**config.mk**
```make
export PLATFORM = sky130hd
export DESIGN_NAME = exc_cp0
export DESIGN_NICKNAME = d
export VERILOG_FILES = /design/src/rtl/exc_cp0.sv
export SDC_FILE = /design/constraint.sdc
export NUM_CORES = 1
export LEC_CHECK = 0
export ABC_AREA = 1
export CORE_ASPECT_RATIO = 1.25
export CORE_UTILIZATION = 46
export CTS_CLUSTER_DIAMETER = 50
export DETAILED_ROUTE_END_ITERATION = 6
export PLACE_DENSITY_LB_ADDON = 0.05
export SYNTH_ARGS = -nofsm -noshare
export SYNTH_HDL_FRONTEND = slang
export SYNTH_SLANG_ARGS = --single-unit
```
**constraint.sdc**
```tcl
create_clock -name clk -period 3.1 [get_ports clk]
set_clock_uncertainty 0.05 [all_clocks]
set_input_delay 0.62 -clock clk [delete_from_list [all_inputs] [get_ports clk]]
set_output_delay 0.62 -clock clk [all_outputs]
set_load 0.05 [all_outputs]
```
**src/rtl/exc_cp0.sv**
```systemverilog
// ---------------------------------------------------------------------------
// exc_cp0 -- MIPS-style coprocessor 0 with exception prioritisation.
//
// Purpose:
//   Decides, combinationally, whether the memory-stage instruction raises an
//   exception (or executes ERET), drives the pipeline flush and redirect
//   target in the same cycle, and commits the CP0 register side effects at
//   the next rising clock edge. It also provides the MTC0/MFC0 access port.
//
// Optional feature:
//   CP0_TIMER_INT_EN  - when defined, Count free-runs at half the clock rate
//                       and Count==Compare (Compare!=0) raises Cause.TI,
//                       which is ORed into Cause.IP[7] (bit 15). When not
//                       defined, Count changes only through MTC0 and TI
//                       reads as 0.
//
// Ports:
//   clk, resetn        clock, asynchronous active-low reset
//   pcM                PC of the memory-stage instruction
//   in_delayslotM      instruction sits in a branch delay slot
//   adelM, adesM       data load / store address error
//   bad_addrM          faulting data address (pcM when no data error)
//   excflagsM          {eret, overflow, reserved_inst, break, syscall}
//   int_i              level-sensitive hardware interrupt lines
//   we_i/waddr_i/wdata_i  MTC0 write port
//   raddr_i/rdata_o    MFC0 read port (combinational, pre-edge values)
//   flush_o, newpc_o   pipeline flush and redirect target
//   excepttype_o       ExcCode in [6:2], 32'h0000000E for ERET, 0 for none
//   epc_o, status_o, cause_o  current register values
//
// Handshake: there is no valid/ready handshake here; every input is
// qualified by the cycle it is presented in, and a committed exception or
// ERET always takes effect at the very next rising edge.
// ---------------------------------------------------------------------------
module exc_cp0 #(
    parameter logic [31:0] EXC_VECTOR = 32'hBFC00380
) (
    input  logic        clk,
    input  logic        resetn,
    input  logic [31:0] pcM,
    input  logic        in_delayslotM,
    input  logic        adelM,
    input  logic        adesM,
    input  logic [31:0] bad_addrM,
    input  logic [4:0]  excflagsM,
    input  logic [5:0]  int_i,
    input  logic        we_i,
    input  logic [4:0]  waddr_i,
    input  logic [31:0] wdata_i,
    input  logic [4:0]  raddr_i,
    output logic [31:0] rdata_o,
    output logic        flush_o,
    output logic [31:0] newpc_o,
    output logic [31:0] excepttype_o,
    output logic [31:0] epc_o,
    output logic [31:0] status_o,
    output logic [31:0] cause_o
);

    // Register addresses
    localparam logic [4:0] ADDR_BADVADDR = 5'd8;
    localparam logic [4:0] ADDR_COUNT    = 5'd9;
    localparam logic [4:0] ADDR_COMPARE  = 5'd11;
    localparam logic [4:0] ADDR_STATUS   = 5'd12;
    localparam logic [4:0] ADDR_CAUSE    = 5'd13;
    localparam logic [4:0] ADDR_EPC      = 5'd14;

    // ExcCode values
    localparam logic [4:0] EXC_INT  = 5'h00;
    localparam logic [4:0] EXC_ADEL = 5'h04;
    localparam logic [4:0] EXC_ADES = 5'h05;
    localparam logic [4:0] EXC_SYS  = 5'h08;
    localparam logic [4:0] EXC_BP   = 5'h09;
    localparam logic [4:0] EXC_RI   = 5'h0A;
    localparam logic [4:0] EXC_OV   = 5'h0C;

    // Source selector for the BadVAddr update
    typedef enum logic [1:0] {
        BADV_KEEP = 2'd0,
        BADV_PC   = 2'd1,
        BADV_DATA = 2'd2
    } badv_sel_t;

    // Only the writable / hardware-updated fields are stored; everything
    // else in Status/Cause is a constant and is stitched in on read.
    logic [7:0]  status_im;
    logic        status_exl;
    logic        status_ie;
    logic        cause_bd;
    logic [1:0]  cause_ipsw;
    logic [4:0]  cause_exc;
    logic        cause_ti;
    logic [31:0] epc_q;
    logic [31:0] badvaddr_q;
    logic [31:0] count_q;
    logic [31:0] compare_q;

    logic [31:0] status_view;
    logic [31:0] cause_view;
    logic [7:0]  ip_view;

    // Detection results
    logic        int_pending;
    logic        fetch_adel;
    logic        exc_valid;
    logic [4:0]  exc_code;
    logic        eret_take;
    badv_sel_t   badv_sel;
    logic        mtc0_en;

    logic        f_eret;
    logic        f_ov;
    logic        f_ri;
    logic        f_bp;
    logic        f_sys;

    assign f_eret = excflagsM[4];
    assign f_ov   = excflagsM[3];
    assign f_ri   = excflagsM[2];
    assign f_bp   = excflagsM[1];
    assign f_sys  = excflagsM[0];

    // IP[7:2] follow the interrupt lines directly so an interrupt raised in
    // the same cycle as another event is seen by the prioritiser.
    assign ip_view = {int_i[5] | cause_ti, int_i[4:0], cause_ipsw};

    // Status.BEV (bit 22) is hardwired to 1.
    assign status_view = {9'b0, 1'b1, 6'b0, status_im, 6'b0, status_exl, status_ie};
    assign cause_view  = {cause_bd, cause_ti, 14'b0, ip_view, 1'b0, cause_exc, 2'b0};

    assign status_o = status_view;
    assign cause_o  = cause_view;
    assign epc_o    = epc_q;

    // -----------------------------------------------------------------------
    // Exception prioritisation (combinational)
    // -----------------------------------------------------------------------
    assign int_pending = status_ie & ~status_exl & (|(ip_view & status_im));
    assign fetch_adel  = (pcM[1:0] != 2'b00);

    always_comb begin
        exc_valid = 1'b1;
        exc_code  = EXC_INT;
        eret_take = 1'b0;
        badv_sel  = BADV_KEEP;
        if (int_pending) begin
            exc_code = EXC_INT;
        end else if (fetch_adel) begin
            exc_code = EXC_ADEL;
            badv_sel = BADV_PC;
        end else if (f_ri) begin
            exc_code = EXC_RI;
        end else if (f_sys) begin
            exc_code = EXC_SYS;
        end else if (f_bp) begin
            exc_code = EXC_BP;
        end else if (f_ov) begin
            exc_code = EXC_OV;
        end else if (adelM) begin
            exc_code = EXC_ADEL;
            badv_sel = BADV_DATA;
        end else if (adesM) begin
            exc_code = EXC_ADES;
            badv_sel = BADV_DATA;
        end else begin
            exc_valid = 1'b0;
            eret_take = f_eret;
        end
    end

    always_comb begin
        flush_o      = exc_valid | eret_take;
        newpc_o      = 32'h0;
        excepttype_o = 32'h0;
        if (exc_valid) begin
            newpc_o      = EXC_VECTOR;
            excepttype_o = {25'b0, exc_code, 2'b0};
        end else if (eret_take) begin
            newpc_o      = epc_q;
            excepttype_o = 32'h0000000E;
        end
    end

    // An exception or ERET in the same cycle wins over a software write.
    assign mtc0_en = we_i & ~exc_valid & ~eret_take;

    // -----------------------------------------------------------------------
    // MFC0 read port: always the registered (pre-edge) values
    // -----------------------------------------------------------------------
    always_comb begin
        rdata_o = 32'h0;
        case (raddr_i)
            ADDR_BADVADDR: rdata_o = badvaddr_q;
            ADDR_COUNT:    rdata_o = count_q;
            ADDR_COMPARE:  rdata_o = compare_q;
            ADDR_STATUS:   rdata_o = status_view;
            ADDR_CAUSE:    rdata_o = cause_view;
            ADDR_EPC:      rdata_o = epc_q;
            default:       rdata_o = 32'h0;
        endcase
    end

    // -----------------------------------------------------------------------
    // Status / Cause / EPC / BadVAddr / Compare
    // -----------------------------------------------------------------------
    always_ff @(posedge clk or negedge resetn) begin
        if (!resetn) begin
            status_im  <= 8'h0;
            status_exl <= 1'b0;
            status_ie  <= 1'b0;
            cause_bd   <= 1'b0;
            cause_ipsw <= 2'b0;
            cause_exc  <= 5'h0;
            epc_q      <= 32'h0;
            badvaddr_q <= 32'h0;
            compare_q  <= 32'h0;
        end else if (exc_valid) begin
            status_exl <= 1'b1;
            cause_bd   <= in_delayslotM;
            cause_exc  <= exc_code;
            // A delay-slot fault restarts at the branch that owns the slot.
            epc_q      <= in_delayslotM ? (pcM - 32'd4) : pcM;
            case (badv_sel)
                BADV_PC:   badvaddr_q <= pcM;
                BADV_DATA: badvaddr_q <= bad_addrM;
                default:   badvaddr_q <= badvaddr_q;
            endcase
        end else if (eret_take) begin
            status_exl <= 1'b0;
        end else if (mtc0_en) begin
            case (waddr_i)
                ADDR_STATUS: begin
                    status_im  <= wdata_i[15:8];
                    status_exl <= wdata_i[1];
                    status_ie  <= wdata_i[0];
                end
                ADDR_CAUSE:   cause_ipsw <= wdata_i[9:8];
                ADDR_EPC:     epc_q      <= wdata_i;
                ADDR_COMPARE: compare_q  <= wdata_i;
                default: ;
            endcase
        end
    end

`ifdef CP0_TIMER_INT_EN
    // -----------------------------------------------------------------------
    // Free-running timer: Count advances on every second clock edge.
    // -----------------------------------------------------------------------
    logic tick_q;

    always_ff @(posedge clk or negedge resetn) begin
        if (!resetn) begin
            tick_q  <= 1'b0;
            count_q <= 32'h0;
        end else begin
            tick_q <= ~tick_q;
            if (mtc0_en && (waddr_i == ADDR_COUNT)) begin
                count_q <= wdata_i;
            end else if (tick_q) begin
                count_q <= count_q + 32'd1;
            end
        end
    end

    // TI is sticky until software rewrites Compare; a zero Compare never
    // matches so an unprogrammed timer stays silent.
    always_ff @(posedge clk or negedge resetn) begin
        if (!resetn) begin
            cause_ti <= 1'b0;
        end else if (mtc0_en && (waddr_i == ADDR_COMPARE)) begin
            cause_ti <= 1'b0;
        end else if ((compare_q != 32'h0) && (count_q == compare_q)) begin
            cause_ti <= 1'b1;
        end
    end
`else
    // Count is a plain software register; no timer interrupt.
    always_ff @(posedge clk or negedge resetn) begin
        if (!resetn) begin
            count_q <= 32'h0;
        end else if (mtc0_en && (waddr_i == ADDR_COUNT)) begin
            count_q <= wdata_i;
        end
    end

    assign cause_ti = 1'b0;
`endif

endmodule

```
# Yosys cells after proc, flatten, opt, wreduce, memory -nomap -nowiden
# Index checks and enable logic that the tools add are counted.
word_totals:
  ff_bits: 146
  input_bits: 123
  output_inout_bits: 193
  elab_cells: 95
classes:
  add_sub_neg: 1
  n_eq_ne: 14
  n_mux: 47
  n_bitwise: 9
  n_reduce_logical: 14
op_table:
  columns: ["op", "n"]
  rows:
  - ["$mux W32", 7]
  - ["$pmux W32 S6", 1]
  - ["$pmux W32 S2", 1]
  - ["$eq A5 B4 Y1 const B", 11]
  - ["$sub A32 B3 Y32 const B", 1]
  - ["$mux W4", 7]
  - ["$mux W1", 20]
  - ["$mux W2", 8]
  - ["$reduce_and A4 Y1", 3]
  - ["$and A8 B8 Y8", 1]
  - ["$reduce_bool A2 Y1", 4]
  - ["$reduce_or A8 Y1", 1]
  - ["$mux W7", 1]
  - ["$mux W3", 2]
  - ["$reduce_bool A3 Y1", 2]
  - ["$and A1 B1 Y1", 4]
  - ["$reduce_and A2 Y1", 2]
  - ["$not A1 Y1", 3]
  - ["$reduce_and A3 Y1", 1]
  - ["$eq A2 B1 Y1 const B", 1]
  - ["$eq A2 B2 Y1 const B", 1]
  - ["$ne A2 B2 Y1 const B", 1]
  - ["$logic_and A1 B1 Y1", 1]
  - ["$or A1 B1 Y1", 1]

# Logic depth before layout (Yosys ltp)
# Gate-level depths: netlist of run 1.
logic_depth:
  word_depth: 14
  ltp_mapped: 15
  mapped_depth_nobuf: 13

# Worst setup path after synthesis of run 1
# No wires, ideal clock.
synth_timing:
  path_type: "input to output"
  startpoint: "in excflagsM[0]"
  endpoint: "out newpc_o[0]"
  arrival_ns: 2.900
  required_ns: 2.430
  slack_ns: -0.470
  cell_stages: 10
  path_buffers: 1
  cell_sequence: "inv_1 -> nand2_1 -> nor2_1 -> nand2_1 -> nor3_4 -> nand2_4 -> nor2_1 -> inv_1 -> clkbuf_1 -> nor2_1"
synth_between:
  elab_chain_cells: 6
  word_cells_on_any_way: 10
  cone_classes: "mux (10)"
synth_lines:
  columns: ["element", "line_no", "text"]
  rows:
  - ["from (decl)", "45", "input logic [4:0] excflagsM,"]
  - ["$mux W1", "153", "end else if (f_sys) begin"]
  - ["$mux W1", "151", "end else if (f_ri) begin"]
  - ["$mux W1", "148", "end else if (fetch_adel) begin"]
  - ["$mux W1", "146", "if (int_pending) begin"]
  - ["$mux W32", "178", "end else if (eret_take) begin"]
  - ["$mux W32 *", "175", "if (exc_valid) begin"]
  - ["to (decl)", "53", "output logic [31:0] newpc_o,"]
# Every way passes the cells marked *; elsewhere a longest branch is shown, timed or not.

# Worst setup path in the final report of run 1
layout_timing:
  startpoint: "in raddr_i[0]"
  endpoint: "out rdata_o[31]"
layout_between:
  elab_chain_cells: 2
  word_cells_on_any_way: 7
  cone_classes: "eq/ne (6); mux (1)"
layout_lines:
  columns: ["element", "line_no", "text"]
  rows:
  - ["from (decl)", "50", "input logic [4:0] raddr_i,"]
  - ["$eq A5 B4 Y1", "192", "case (raddr_i)"]
  - ["$pmux W32 S6 *", "192", null]
  - ["to (decl)", "51", "output logic [31:0] rdata_o,"]
# Marked as above.

==> results of run 1 <==
==> how the worst max path moves through the flow <==
stage / slack, ns / end / from / cells past startpoint
2_1_floorplan: -0.20 / newpc_o[0] / excflagsM[0] / 10
3_3_place_gp: -0.04 / newpc_o[1] / excflagsM[2] / 12
3_5_place_dp: -0.07 / newpc_o[19] / excflagsM[2] / 12
4_1_cts: -0.002 / newpc_o[0] / excflagsM[2] / 12
5_1_grt: -0.01 / newpc_o[14] / int_i[4] / 12
6_report: 0.05 / rdata_o[31] / raddr_i[0] / 9
==> cell usage after synthesis, types with 4 or more instances <==
master / count
nand2_1: 374
mux2_2: 4
nor2_1: 100
nand3_1: 31
o211ai_1: 23
a22oi_1: 45
a21oi_1: 16
buf_2: 19
nor3_1: 13
o21ai_0: 113
dfrtp_1: 145
o2111ai_1: 10
xor2_1: 13
inv_1: 125
buf_4: 85
o21ai_1: 7
nand4_1: 78
clkbuf_1: 41
==> cells by family after synthesis <==
family	after synthesis	share of synthesized area [%]
other	2	0.0828
buffers and inverters	275	15.2
AND/OR/NAND/NOR	605	28.3
XOR/XNOR	13	1.26
multiplexers	4	0.496
flip-flops	145	40.0
AO/OA/AOI/OAI	219	14.5
adder cells (fa/ha/maj)	2	0.276
==> where the power goes <==
part / internal [mW] / leakage (nW) / switching, mW / total (mW)
logic: 0.344 / 4.28 / 0.730 / 1.07
registers: 1.96 / 1.87 / 0.0541 / 2.01
clock network: 1.08 / 0.281 / 0.958 / 2.04
total: 3.38 / 6.43 / 1.74 / 5.12
==> layout make-up <==
type	count	share of cell area, %
tap	265	2.48
inverter	129	3.70
clock buffer	17	3.18
multi-input combinational	911	33.9
timing repair buffer	333	28.4
clock inverter	15	1.17
sequential	145	27.1
==> sequential cells by signal (all words and copies together), names as in the netlist <==
| signal | flops |
|---|---|
| badvaddr_q | 32 |
| compare_q | 32 |
| count_q | 32 |
| epc_o | 32 |
| status_im | 8 |
| cause_exc | 4 |
| cause_ipsw | 2 |
| cause_bd | 1 |
| status_exl | 1 |
| status_ie | 1 |
==> routing by layer <==
| layer | wire (µm) | track usage, % |
|---|---|---|
| met3 | 3290 | 6.62 |
| met5 | 0 | 0 |
| met1 | 13300 | 43.4 |
| met2 | 18000 | 61.2 |
| met4 | 2730 | 26.3 |
==> timing repair <==
action,in CTS,in global routing
hold buffers,0,0
gates resized for setup,21,56
pin swaps,1,9
cloned,0,1
buffers inserted,0,2
setup endpoints to repair,29,52
==> through the flow <==
stage	util, %	setup TNS (ns)	instances
global placement	64.4	-0.0939	1781
finish	68.9	0	1815
CTS	67.7	-0.00358	1813
detailed placement	64.4	-0.777	1781
floorplan	-	-4.10	1331
global route	68.9	-0.0160	1815
==> critical path, stage by stage <==
cell and delay, ns:
clkdlybuf4s50_1 0.45, inv_1 0.13, nor2_4 0.05, nand3_1 0.10, inv_2 0.06, buf_12 0.16, a22oi_1 0.31, o211ai_1 0.27
buf_12 0.22
==> flow_metrics.tcl, run 1 <==
set metrics [dict create \
    cp_data_arrival_time_ns 2.38 \
    fin_nets 1662 \
    grtUsageTotal_pct 37.1 \
    yosysSeqAreaShare_pct 40.0 \
    crit_path_end_kind "output port" \
    layout_common_cells "372 x nand2_1, 165 x clkdlybuf4s50_1, 145 x dfrtp_1, 121 x inv_1, 113 x o21ai_0" \
    r2r-start "status_im[7]" \
    drt-vias-per-instance 5.56 \
    finalMaxSlewViolations 0 \
    finalSetupViolations 0 \
    avgSynthCellArea_um2 7.17 \
    hold_path_class "input pin to async pin" \
    syn_to_final_growth_pct 47.4 \
    vias 10100 \
    whs_ns 0.110 \
    cts_root_buffer "clkbuf_16" \
    die_y_um 159 \
    die_w_um 128 \
    post_route_cells_drive_above_1_share_pct 15.9 \
    tritoncts "built" \
    cts_inserted_buffers 17 \
    grt_pass1_wl_mm 55.9 \
    period_needed_ns 3.05 \
    ir_drop_mv 0.414 \
    path_max_fanout 22 \
    ys_types 34 \
    clkLatencyLatePin_ns 0.44 \
    numPortBuffers 247 \
    worstPathRequired_ns 2.43 \
    fill_cells 1725 \
    fmax_mhz 328 \
    ys_seq_elements 145 \
    reg2reg_to "count_q[10]" \
    dr.pass1.iters 5 \
    totalWireLength_mm 37.3 \
    htreeDepth 4 \
    n_antenna_cell 0 \
    finalHoldViolCount 0 \
    first_iter_violations 888 \
    clkTransAtPathRegs_ns 0.07 \
    yosysWarningCount 0 \
    dp_hpwl_mm 28.7 \
    placementRows 57 \
    maxCapViolCount 0 \
    cp-start-kind "input pin" \
    status "finished, final reports clean" \
    multi_input_area_mm2 0.00454 \
    fin_ws_ns 0.0507 \
    core_mm2 0.0194 \
    tightest_slew_ns 0.632 \
    syn_area_mm2 0.00907 \
    final_cell_area_mm2 0.0134 \
    ant_nets 0 \
    reg2reg_depth 12 \
    dieArea_mm2 0.0203 \
    relSlewSlack_pct 57.7 \
    pre_cts_ws_ns -0.0696 \
    synth_top_cell_by_area "dfrtp_1" \
    start_util_pct 46.8 \
    regToRegSetupSlack_ns 0.77 \
    clock_sinks 145 \
    io_pins 316 \
    synth-edff-count 0 \
    p_per_area_mw_per_mm2 383 \
    ff_latch_area_mm2 0.00363 \
    synth-main-ff-cell "dfrtp_1" \
    p_leak_nw 6.43 \
    grt-ovfl-total 0 \
    crit_type "input pin to output port" \
    cts_max_path_buffers 2 \
    power_mw 5.12 \
    synthCells 1265 \
    post-route-period-util_pct 98.4 \
    drc 0 \
    postPlaceCellArea_mm2 0.0125 \
    synth_top_cell_area_share_pct 40.0 \
    routabilityCongestion 0.933 \
    synth_area_leaders "dfrtp_1 40%, nand2_1 15%, buf_4 7.0%" \
    antenna_found_initial 0 \
    grt_pass1_vias 9627 \
    layout_commonest_cell "nand2_1" \
    grt_max_degree 67 \
    wire_per_inst_um 20.6 \
    async_reset_ff_share_pct 100 \
]
(Power assumes the default switching activity.)
==> run 2: changes to the inputs <==
--- a/config.mk
+++ b/config.mk
@@ -10,7 +10,9 @@
 export CORE_UTILIZATION = 46
 export CTS_CLUSTER_DIAMETER = 50
 export DETAILED_ROUTE_END_ITERATION = 6
+export GPL_ROUTABILITY_DRIVEN = 0
 export PLACE_DENSITY_LB_ADDON = 0.05
+export SLEW_MARGIN = 20
 export SYNTH_ARGS = -nofsm -noshare
 export SYNTH_HDL_FRONTEND = slang
 export SYNTH_SLANG_ARGS = --single-unit
==> run 2 against run 1 <==
  * Die area is the same
  * Register-to-register slack about the same
  * Cell count shrank 0.17%
  * Clock power increased by 13%
  * Largest cell class unchanged
  * Combinational power about the same
  * Routed wire length down 1.2%
  * Critical path type unchanged
  * The run now ends with setup timing left
  * Design area is 0.90% higher
  * Flip-flop and latch count unchanged
==> flow_metrics.tcl, run 2 (synthesized netlist as in run 1, its figures left out) <==
set metrics [dict create \
    fin_nets 1660 \
    post-route-period-util_pct 100 \
    fmax_mhz 322 \
    cp_slowest_cell "clkdlybuf4s50_1" \
    ant_nets 0 \
    grt_pass1_wl_mm 54.4 \
    pre_cts_ws_ns -0.0422 \
    crit_type "input pin to output port" \
    drc 0 \
    clkTransAtPathRegs_ns 0.07 \
    grt_max_degree 67 \
    core_mm2 0.0194 \
    grtUsageTotal_pct 36.1 \
    final_cell_area_mm2 0.0135 \
    dieArea_mm2 0.0203 \
    reg2reg_depth 12 \
    antenna_found_initial 0 \
    layout_common_cells "371 x nand2_1, 169 x clkdlybuf4s50_1, 145 x dfrtp_1, 123 x inv_1, 113 x o21ai_0" \
    vias 9975 \
    worstPathCellList "clkdlybuf4s50_1 > inv_1 > nor2_2 > nand3_1 > inv_1 > buf_12 > a22oi_1 > o2111ai_1 > buf_12" \
    placementRows 57 \
    relSlewSlack_pct 57.9 \
    worstPathRequired_ns 2.43 \
    fin_util_pct 69.6 \
    period_needed_ns 3.11 \
    cts_inserted_buffers 17 \
    dr.pass1.iters 5 \
    finalMaxSlewViolations 0 \
    cts_max_path_buffers 2 \
    tightest_slew_ns 0.627 \
    cp_data_arrival_time_ns 2.44 \
    layout_commonest_cell "nand2_1" \
    syn_to_final_growth_pct 48.7 \
    failed_checks "setup timing" \
    postPlaceCellArea_mm2 0.0125 \
    die_y_um 159 \
    n_antenna_cell 0 \
    first_iter_violations 951 \
    htreeDepth 4 \
    clock_sinks 145 \
    ir_drop_mv 0.452 \
    grt_pass1_vias 9453 \
    status "complete, but fails checks" \
    io_pins 316 \
    cts_root_buffer "clkbuf_16" \
    fin_ws_ns -0.00667 \
    wire_per_inst_um 20.4 \
    path_max_fanout 10 \
    cts_hold_buffers 0 \
    place_inst 1778 \
    dp_hpwl_mm 28.0 \
    grt-ovfl-total 0 \
    fin_cells 1812 \
    cp.depth 9 \
    p_per_area_mw_per_mm2 399 \
    numPortBuffers 247 \
    cp-start-kind "input pin" \
    path_buf_inv 5 \
    crit_path_end_kind "output port" \
    maxCapViolCount 0 \
    start_util_pct 46.8 \
    post_route_cells_drive_above_1_share_pct 15.8 \
    finalSetupViolations 1 \
    finalHoldViolCount 0 \
    totalWireLength_mm 36.9 \
    hold_path_class "input pin to async pin" \
    p_leak_nw 6.44 \
    die_w_um 128 \
    drt-vias-per-instance 5.50 \
    whs_ns 0.103 \
    tritoncts "built" \
    cp_top_family "buffers and inverters" \
    cpPeakStageDelay_ns 0.46 \
    clkLatencyLatePin_ns 0.44 \
]
[run 2: changes by cell type in the layout (fill, tap and decap cells not counted), sizes merged, moves of 3 or more]
| cell | delta |
|---|---|
| inv | -6 |
| bufinv | +5 |
| dlymetal6s2s | -5 |
| clkdlybuf4s50 | +4 |
| buf | -3 |
[run 2: stage by stage]
| stage | TNS (ns) | power [mW] |
|---|---|---|
| floorplan | -4.10 | 2.63 |
| global placement | -0.0877 | 3.09 |
| detailed placement | -0.392 | 3.09 |
| CTS | -0.179 | 5.37 |
| global route | -0.0650 | 5.53 |
| finish | -0.00667 | 5.39 |
[run 2: power breakdown]
part	internal, mW	switching, mW	total [mW]	leakage [nW]
logic	0.346	0.731	1.08	4.26
clock network	1.44	0.862	2.30	0.315
registers	1.96	0.0534	2.01	1.87
total	3.74	1.65	5.39	6.44
[run 2: repair_timing]
| action | CTS | global route |
|---|---|---|
| buffers inserted | 0 | 1 |
| setup endpoints to repair | 38 | 54 |
| gates cloned | 0 | 2 |
| resized for setup | 15 | 61 |
| endpoints found under the hold margin | 0 | 0 |
| pin swaps | 1 | 9 |
[run 2: cell type report]
type                       count  area (µm²)
tap                          265         332
timing repair buffer         331        3840
multi-input combinational    911        4540
clock inverter                14         228
fill                        1641        5900
inverter                     129         495
clock buffer                  17         425
sequential                   145        3630
[run 2: routing by layer]
metal,GRT usage [%],routed length (µm),vias to the layer above
li1,-,-,4569
met3,6.55,3310,111
met4,23.5,2590,0
met2,60.5,17700,624
met1,42.4,13300,4671
met5,0,0,-
[run 2: final timing paths]
path	from	slack [ns]	end
min in group clk	compare_q[19]	0.42	compare_q[19]
worst min register to register	compare_q[19]	0.42	compare_q[19]
worst min-delay path	resetn	0.10	status_im[4]
worst max-delay path	raddr_i[0]	-0.007	rdata_o[1]
worst max register to register	status_im[7]	0.76	badvaddr_q[7]
max in group asynchronous	resetn	2.07	badvaddr_q[5]
==> run 3: changes to the inputs <==
==> constraint.sdc (replaced) <==
create_clock -name clk -period 3.2 [get_ports clk]
set_clock_uncertainty 0.05 [all_clocks]
set_input_delay 0.64 -clock clk [delete_from_list [all_inputs] [get_ports clk]]
set_output_delay 0.64 -clock clk [all_outputs]
set_load 0.05 [all_outputs]
==> run 3 against run 2 <==
  * The run now ends clean
  * Flip-flop and latch count stayed put
  * Sequential share of layout area rose by 0.35 points
  * Global-route usage up 0.095 points
  * Hold slack better by 0.044 ns
  * Design area is 1.3% lower
  * Combinational power is 5% lower
  * Via count about the same
  * Largest cell class unchanged
  * Highest routed layer unchanged
==> flow_metrics.tcl, run 3 (synthesized netlist as in run 1, its figures left out) <==
set metrics [dict create \
    status "finished, final reports clean" \
    grtUsageTotal_pct 36.2 \
    multi_input_area_mm2 0.00454 \
    worstPathRequired_ns 2.51 \
    grt_max_degree 67 \
    ant_nets 0 \
    p_per_area_mw_per_mm2 376 \
    core_mm2 0.0194 \
    numPortBuffers 247 \
    final_cell_area_mm2 0.0133 \
    finalHoldViolCount 0 \
    cp_data_arrival_time_ns 2.43 \
    ir_drop_mv 0.344 \
    p_leak_nw 6.36 \
    fin_nets 1648 \
    hold_path_class "input pin to async pin" \
    period_needed_ns 3.12 \
    crit_type "input pin to output port" \
    grt_pass1_wl_mm 54.6 \
    fin_util_pct 68.7 \
    tightest_slew_ns 0.622 \
    syn_to_final_growth_pct 46.8 \
    drc 0 \
    tritoncts "built" \
    cts_root_buffer "clkbuf_16" \
    first_iter_violations 1018 \
    die_w_um 128 \
    cts_inserted_buffers 17 \
    path_buf_inv 5 \
    htreeDepth 4 \
    totalWireLength_mm 36.6 \
    dr.pass1.iters 6 \
    cpPeakStageDelay_ns 0.46 \
    io_pins 316 \
    switching_share_pct 31.4 \
    cp_slowest_cell "clkdlybuf4s50_1" \
    crit_path_end_kind "output port" \
    grt_pass1_vias 9588 \
    cts_max_path_buffers 2 \
    clkLatencyLatePin_ns 0.43 \
    maxCapViolCount 0 \
    p_switching_mw 1.57 \
    post_route_cells_drive_above_1_share_pct 14.8 \
    cp_top_family "buffers and inverters" \
    seqPwrFrac_pct 39.0 \
    cp-start-kind "input pin" \
    start_util_pct 46.8 \
    die_y_um 159 \
    path_max_fanout 15 \
    dieArea_mm2 0.0203 \
    postPlaceCellArea_mm2 0.0124 \
    dp_hpwl_mm 27.7 \
    relSlewSlack_pct 58.5 \
    fill_cells 1656 \
    antenna_found_initial 0 \
    wire_per_inst_um 20.3 \
    finalSetupViolations 0 \
    n_antenna_cell 0 \
    post-route-period-util_pct 97.5 \
    ff_latch_area_mm2 0.00363 \
    layout_commonest_cell "nand2_1" \
    clock_sinks 145 \
    rsz0062_at_grt "yes" \
    worstPathCellList "clkdlybuf4s50_1 > inv_1 > nand3_2 > nor2_4 > nand2_2 > inv_2 > buf_12 > a22oi_1 > o211ai_1 > clkbuf_16" \
    placementRows 57 \
    drt-vias-per-instance 5.54 \
    fmax_mhz 321 \
    grt-ovfl-total 0 \
    finalMaxSlewViolations 0 \
    clkTransAtPathRegs_ns 0.07 \
    p_clk_share_pct 40.5 \
    layout_common_cells "371 x nand2_1, 170 x clkdlybuf4s50_1, 145 x dfrtp_1, 123 x inv_1, 113 x o21ai_0" \
    vias 9980 \
    power.internal_mw 3.44 \
    power_frac_comb_pct 20.6 \
]
[run 3: repair_timing]
item | in CTS | in global routing
setup buffers | 0 | 1
hold buffers | 0 | 0
endpoints found under the setup margin | 21 | 49
pin swaps | 0 | 9
resized for setup | 10 | 61
cloned | 0 | 1
[run 3: final cells by class]
class	count	share of cell area (%)
multi-input cells	911	34.0
repair buffers	319	28.1
flip-flops and latches	145	27.2
inverters	129	3.66
clock buffers	20	3.50
well taps	265	2.49
clock inverters	12	0.996
[run 3: worst register-to-register path: stages (launching register included)]
cell     delay, ns
dfrtp_1       0.45
nand2_1       0.10
nand2_1       0.06
nor2_2        0.16
nand2_1       0.08
nand2_2       0.10
buf_4         0.15
nand4_1       0.23
buf_12        0.29
nand3_1       0.18
buf_4         0.33
nand2_1       0.10
nand2_1       0.07
[run 3: worst paths after layout]
check                               from             to  slack, ns  cells past startpoint
min                               resetn   status_im[5]       0.15                      1
min reg2reg                compare_q[29]  compare_q[29]       0.42                      2
min in group clk           compare_q[29]  compare_q[29]       0.42                      2
max in group asynchronous         resetn       epc_o[2]       2.18                      2
max reg2reg                 status_im[7]     count_q[7]       0.77                     12
max                           raddr_i[4]    rdata_o[23]       0.08                     10
[run 3: stage by stage]
stage	worst slack, ns	hold slack [ns]	setup TNS, ns	power, mW	cells
finish	0.0800	0.147	0	5.01	1801
floorplan	-0.145	0.294	-2.90	2.55	1331
global route	-0.00575	0.194	-0.00575	5.14	1801
detailed placement	-0.205	0.408	-4.65	2.98	1766
global placement	-0.0970	0.403	-3.00	2.98	1766
CTS	0.00259	0.172	0	4.98	1798
[run 3: metal layers]
metal	GRT usage [%]	share of wire (%)	up-vias	wire [µm]
met5	0	0	-	0
met4	25.8	7.5	0	2750
met3	6.92	8.6	116	3140
met2	59.7	48	649	17400
met1	42.2	36	4681	13300
li1	-	-	4534	-
[run 3: power by group through the flow]
stage	clock network, mW	registers (mW)	logic, mW
CTS	2.03	1.95	1.01
finish	2.03	1.95	1.03
floorplan	0	2.06	0.495
global placement	0	1.98	0.996
detailed placement	0	1.98	1.00
global route	2.10	1.96	1.08
